[src/rtl/arbitro_escrita_reg.sv]
// Register-file write-port arbiter for two writeback requesters (ALU, load).
// Define ARB_PRIO_FIXA_EN to give the load requester fixed priority instead of round-robin.
module arbitro_escrita_reg (
   input  logic        clk,
   input  logic        reset,
   input  logic        req0_valid,
   input  logic [4:0]  req0_rd,
   input  logic [31:0] req0_data,
   output logic        req0_ready,
   input  logic        req1_valid,
   input  logic [4:0]  req1_rd,
   input  logic [31:0] req1_data,
   output logic        req1_ready,
   output logic        RegWrite,
   output logic [4:0]  WriteRegister,
   output logic [31:0] WriteData,
   output logic [15:0] conflitos
);

   logic        w_comp0;
   logic        w_comp1;
   logic        w_both;
   logic        w_grant0;
   logic        w_grant1;
`ifndef ARB_PRIO_FIXA_EN
   logic        r_ult_grant;
`endif
   logic        r_regwrite;
   logic [4:0]  r_wreg;
   logic [31:0] r_wdata;
   logic [15:0] r_conflitos;

   // Grant selection; writes to x0 are accepted outside the arbitration.
   always_comb begin
      w_comp0 = req0_valid && (req0_rd != 5'd0);
      w_comp1 = req1_valid && (req1_rd != 5'd0);
      w_both  = w_comp0 && w_comp1;
      if (w_both) begin
`ifdef ARB_PRIO_FIXA_EN
         w_grant0 = 1'b0;
         w_grant1 = 1'b1;
`else
         // Pointer holds the last winner, so the other side wins now.
         w_grant0 = r_ult_grant;
         w_grant1 = ~r_ult_grant;
`endif
      end else begin
         w_grant0 = w_comp0;
         w_grant1 = w_comp1;
      end
   end

   // Ready outputs, forced low while reset is held.
   always_comb begin
      if (reset) begin
         req0_ready = 1'b0;
         req1_ready = 1'b0;
      end else begin
         req0_ready = (req0_valid && (req0_rd == 5'd0)) || w_grant0;
         req1_ready = (req1_valid && (req1_rd == 5'd0)) || w_grant1;
      end
   end

   // Registered write port, priority pointer and contention counter.
   always_ff @(posedge clk or posedge reset) begin
      if (reset) begin
         r_regwrite  <= 1'b0;
         r_wreg      <= 5'd0;
         r_wdata     <= 32'd0;
         r_conflitos <= 16'd0;
`ifndef ARB_PRIO_FIXA_EN
         r_ult_grant <= 1'b1;
`endif
      end else begin
         if (w_grant0) begin
            r_regwrite  <= 1'b1;
            r_wreg      <= req0_rd;
            r_wdata     <= req0_data;
`ifndef ARB_PRIO_FIXA_EN
            r_ult_grant <= 1'b0;
`endif
         end else if (w_grant1) begin
            r_regwrite  <= 1'b1;
            r_wreg      <= req1_rd;
            r_wdata     <= req1_data;
`ifndef ARB_PRIO_FIXA_EN
            r_ult_grant <= 1'b1;
`endif
         end else begin
            r_regwrite  <= 1'b0;
         end
         if (w_both && (r_conflitos != 16'hFFFF)) begin
            r_conflitos <= r_conflitos + 16'd1;
         end else begin
            r_conflitos <= r_conflitos;
         end
      end
   end

   assign RegWrite      = r_regwrite;
   assign WriteRegister = r_wreg;
   assign WriteData     = r_wdata;
   assign conflitos     = r_conflitos;

endmodule

[config.mk]
export PLATFORM = sky130hd
export DESIGN_NAME = arbitro_escrita_reg
export DESIGN_NICKNAME = d
export VERILOG_FILES = /design/src/rtl/arbitro_escrita_reg.sv
export SDC_FILE = /design/constraint.sdc
export NUM_CORES = 1
export LEC_CHECK = 0
export ABC_AREA = 1
export CELL_PAD_IN_SITES_DETAIL_PLACEMENT = 0
export CELL_PAD_IN_SITES_GLOBAL_PLACEMENT = 2
export CORE_MARGIN = 2
export CORE_UTILIZATION = 23
export CTS_CLUSTER_DIAMETER = 200
export CTS_CLUSTER_SIZE = 12
export DETAILED_ROUTE_END_ITERATION = 10
export GPL_TIMING_DRIVEN = 0
export PLACE_DENSITY = 0.81
export SLEW_MARGIN = 10
export SYNTH_ARGS = -nofsm -noshare
export SYNTH_HDL_FRONTEND = slang
export SYNTH_SLANG_ARGS = --single-unit
[constraint.sdc]
create_clock -name clk -period 8 [get_ports clk]
set_input_delay 2.4 -clock clk [delete_from_list [all_inputs] [get_ports clk]]
set_output_delay 2.4 -clock clk [all_outputs]
set_load 0.005 [all_outputs]
==> impl_table.tex <==
\begin{tabular}{lr}
\hline
Metric & Value \\
\hline
\multicolumn{2}{l}{\textbf{Placed design}} \\
Worst slack, placed & 1160 ps \\
Port-buffer cells & 133 \\
Detailed placer's ending HPWL & 7.46 mm \\
GP Congestion & 0.735 \\
\multicolumn{2}{l}{\textbf{Floorplan}} \\
Total I/O pin count & 134 \\
Die W & 116 um \\
Area of the placeable core & 12,100 um\^{}2 \\
Die area & 13,500 um\^{}2 \\
Row cnt & 40 \\
Initial core utilization & 0.239 \\
Y dimension of the die & 116 um \\
\multicolumn{2}{l}{\textbf{CTS}} \\
Post-CTS clock slew at the launch and capture registers of the worst setup and hold paths & 70 ps \\
Clock insertion delay at the later pin of the skew report & 300 ps \\
Maximum level of the CTS H-tree & 2 \\
Cts bufs inserted & 5 \\
TritonCTS clock tree & yes \\
Max Root-Sink Buffers & 2 \\
Number of gates resized after CTS & 0 \\
Clock sinks & 55 \\
Number of post-CTS setup repair buffers & 0 \\
Clock root buffer master & sky130\_fd\_sc\_hd\_\_clkbuf\_16 \\
Post-cts hold buffer count & 0 \\
\multicolumn{2}{l}{\textbf{STA}} \\
Final setup vio count & 0 \\
Final setup skew & 9.63 ps \\
Slew at the pin closest to its max-slew limit & 735 ps \\
Share of the clock period used by the worst path after layout & 0.852 \\
Setup repair after global routing missed its margin & no \\
Total Neg Setup Slack & 0 ps \\
Headroom to the max-slew limit & 0.510 \\
Slew Viols, Final & 0 \\
Max Clock Freq & 0.147 GHz \\
Count of endpoints failing hold in the final timing report & 0 \\
Min Tclk post-route & 6820 ps \\
Slack of the critical path & 1180 ps \\
\multicolumn{2}{l}{\textbf{Synthesis}} \\
Number of unique standard cell types used by synthesis & 22 \\
Average instance area after synthesis & 7.56 um\^{}2 \\
Number of warnings reported in the yosys synthesis log & 0 \\
Fraction of the yosys area taken by sequential cells & 0.477 \\
Post-Synthesis Cells & 382 \\
Syn Std Cell Area & 2890 um\^{}2 \\
\#FFs+latches synth & 55 \\
Synthesized Nets & 461 \\
\multicolumn{2}{l}{\textbf{Route}} \\
Antenna violation net count after detailed routing & 0 \\
Total number of vias & 3,093 \\
Sum of routed wire length over all layers & 9.93 mm \\
Final routed DRC violation total & 0 \\
Number of iterations in the first detailed-routing pass & 4 \\
Number of violations reported at the end of detailed-routing iteration 0 & 138 \\
Detailed-route vias per instance & 4.48 \\
Mean routed wirelength per cell & 14.4 um \\
\multicolumn{2}{l}{\textbf{Worst setup path}} \\
Critical Path, Cell by Cell & clkdlybuf4s50\_1, nor2\_1, nand3\_1, nand2\_1, inv\_2, buf\_2, buf\_2, a31oi\_1, clkdlybuf4s50\_1 \\
Slowest cell on the critical path & sky130\_fd\_sc\_hd\_\_clkdlybuf4s50\_1 \\
Critical path peak fanout & 10 \\
Top delay family on crit path & buffers and inverters \\
Critical Path End Type & output port \\
Kind of critical path & primary input to output port \\
CP bufs+invs & 5 \\
Arrival time reported for the critical path endpoint & 4420 ps \\
Biggest cell delay along the critical path & 550 ps \\
Launching element type of the critical path & primary input \\
Required time of the critical path & 5600 ps \\
\multicolumn{2}{l}{\textbf{Layout}} \\
Footprint of the multi-input gates & 1350 um\^{}2 \\
Area overhead of the layout relative to synthesis & 59.2\% \\
Area taken by flip-flops and latches & 1380 um\^{}2 \\
Count of antenna diodes in the layout & 0 \\
Total Nets Final & 601 \\
Filler Cells Inserted & 1,295 \\
Share of post-route cells with drive strength above 1 & 0.0650 \\
\multicolumn{2}{l}{\textbf{Power and ir drop}} \\
Power density cells & 179 nW/um\^{}2 \\
Leakage component of the power & 0.00200 uW \\
IR drop worst, VDD & 79.6 uV \\
\multicolumn{2}{l}{\textbf{Run}} \\
Number of max-cap violations & 0 \\
\multicolumn{2}{l}{\textbf{Global routing}} \\
Largest net degree at the start of global routing & 58 \\
Residual overflow from global routing & 0 \\
GRT Resource Usage Total & 0.156 \\
Number of global-route vias before repair & 3,201 \\
Wire length of the first global-routing pass & 16.3 mm \\
Initial antenna violation count & 0 \\
\multicolumn{2}{l}{\textbf{Worst hold path}} \\
Hold Path Class & flop to flop \\
\multicolumn{2}{l}{\textbf{Run status}} \\
Status & completed \\
\hline
\end{tabular}
cells in the final DEF (no fill, tap or decap), types with 2 or more instances in the layout:
cell | synthesis | routed
sky130_fd_sc_hd__clkdlybuf4s50_1 | 0 | 133
sky130_fd_sc_hd__clkbuf_1 | 4 | 5
sky130_fd_sc_hd__o21ai_0 | 2 | 2
sky130_fd_sc_hd__nor2_1 | 20 | 20
sky130_fd_sc_hd__nand2_1 | 120 | 120
sky130_fd_sc_hd__nor2_4 | 2 | 2
sky130_fd_sc_hd__nand4_1 | 5 | 5
sky130_fd_sc_hd__clkbuf_16 | 0 | 5
sky130_fd_sc_hd__dfrtp_1 | 54 | 54
sky130_fd_sc_hd__buf_2 | 14 | 14
sky130_fd_sc_hd__xor2_1 | 3 | 3
sky130_fd_sc_hd__inv_2 | 3 | 3
sky130_fd_sc_hd__a31oi_1 | 2 | 2
sky130_fd_sc_hd__inv_1 | 14 | 13
sky130_fd_sc_hd__nand2_4 | 2 | 2
sky130_fd_sc_hd__xnor2_1 | 3 | 3
sky130_fd_sc_hd__nor2_2 | 2 | 2
sky130_fd_sc_hd__nand3_1 | 126 | 126
through the flow:
stage | total power (uW) | cells | util | hold WS (ps) | area, um^2
2_1_floorplan | 431 | 382 | - | 489 | 2890
3_3_place_gp | 574 | 683 | 0.366 | 478 | 4430
4_1_cts | 838 | 691 | 0.380 | 510 | 4600
5_1_grt | 873 | 691 | 0.380 | 528 | 4600
6_report | 824 | 691 | 0.380 | 504 | 4600
3_5_place_dp | 575 | 683 | 0.366 | 483 | 4430
where the power goes:
part	switching (uW)	internal (uW)	total (uW)
Combinational	94.6	127	222
Clock	107	149	256
Sequential	32.0	314	346
Total	233	591	824
final cells by class:
| type | count | share of cell area |
|---|---|---|
| Sequential cell | 55 | 0.299 |
| Multi-Input combinational cell | 291 | 0.294 |
| Timing Repair Buffer | 133 | 0.289 |
| Tap cell | 168 | 0.0457 |
| Clock buffer | 6 | 0.0280 |
| Buffer | 19 | 0.0209 |
| Inverter | 17 | 0.0144 |
| Clock inverter | 2 | 0.00843 |
layer usage:
metal / global-route usage / routed length [um]
met5: 0 / 0
met4: 0.0333 / 94
met3: 0.0622 / 917
met2: 0.260 / 4650
met1: 0.190 / 4270
synth_stat cells:
cell type,instances,share of area
sky130_fd_sc_hd__nor2_4,2,0.0078
sky130_fd_sc_hd__clkbuf_1,4,0.0052
sky130_fd_sc_hd__inv_1,14,0.018
sky130_fd_sc_hd__nor2_2,2,0.0043
sky130_fd_sc_hd__nand3_1,126,0.22
sky130_fd_sc_hd__inv_2,3,0.0039
sky130_fd_sc_hd__a31oi_1,2,0.0043
sky130_fd_sc_hd__nand2_2,1,0.0022
sky130_fd_sc_hd__buf_6,1,0.0039
sky130_fd_sc_hd__dfrtp_1,54,0.47
sky130_fd_sc_hd__ha_1,1,0.0043
sky130_fd_sc_hd__xor2_1,3,0.0091
sky130_fd_sc_hd__nand4_1,5,0.011
sky130_fd_sc_hd__xnor2_1,3,0.0091
sky130_fd_sc_hd__o21ai_1,1,0.0017
sky130_fd_sc_hd__nand2_4,2,0.0078
sky130_fd_sc_hd__nand3b_1,1,0.0026
sky130_fd_sc_hd__nor2_1,20,0.026
sky130_fd_sc_hd__nand2_1,120,0.16
sky130_fd_sc_hd__buf_2,14,0.024
sky130_fd_sc_hd__o21ai_0,2,0.0035
sky130_fd_sc_hd__dfstp_2,1,0.0091
tightest hold or removal path: cells and delay by family, from the launching register on:
kind | cells | cell delay (ps)
flip-flops | 1 | 350
AND/OR/NAND/NOR | 2 | 120
registers in the layout, summed over array words and instances, names as in the netlist:
signal         flops
RegWrite           1
conflitos         16
WriteData         32
r_ult_grant        1
WriteRegister      5
path summary, 6_finish.rpt:
kind	start	endpoint	slack, ps	depth (start not counted)
setup / recovery	req0_rd[2]	req1_ready	1180	9
min in group asynchronous	reset	WriteData[8]$_DFFE_PP0P_	2580	2
setup reg to reg	conflitos[0]$_DFFE_PP0P_	conflitos[10]$_DFFE_PP0P_	6100	8
max in group asynchronous	reset	WriteData[10]$_DFFE_PP0P_	4940	2
hold / removal	WriteData[2]$_DFFE_PP0P_	WriteData[2]$_DFFE_PP0P_	500	2
hold reg to reg	WriteData[2]$_DFFE_PP0P_	WriteData[2]$_DFFE_PP0P_	500	2
cell families after synthesis:
family	after synthesis	share of synthesized area
compound gates	5	0.00953
buf+inv	36	0.0554
flops	55	0.477
xor+xnor	6	0.0182
fa+ha+maj	1	0.00433
simple gates	279	0.436
Power figures use the tool's default switching activity.
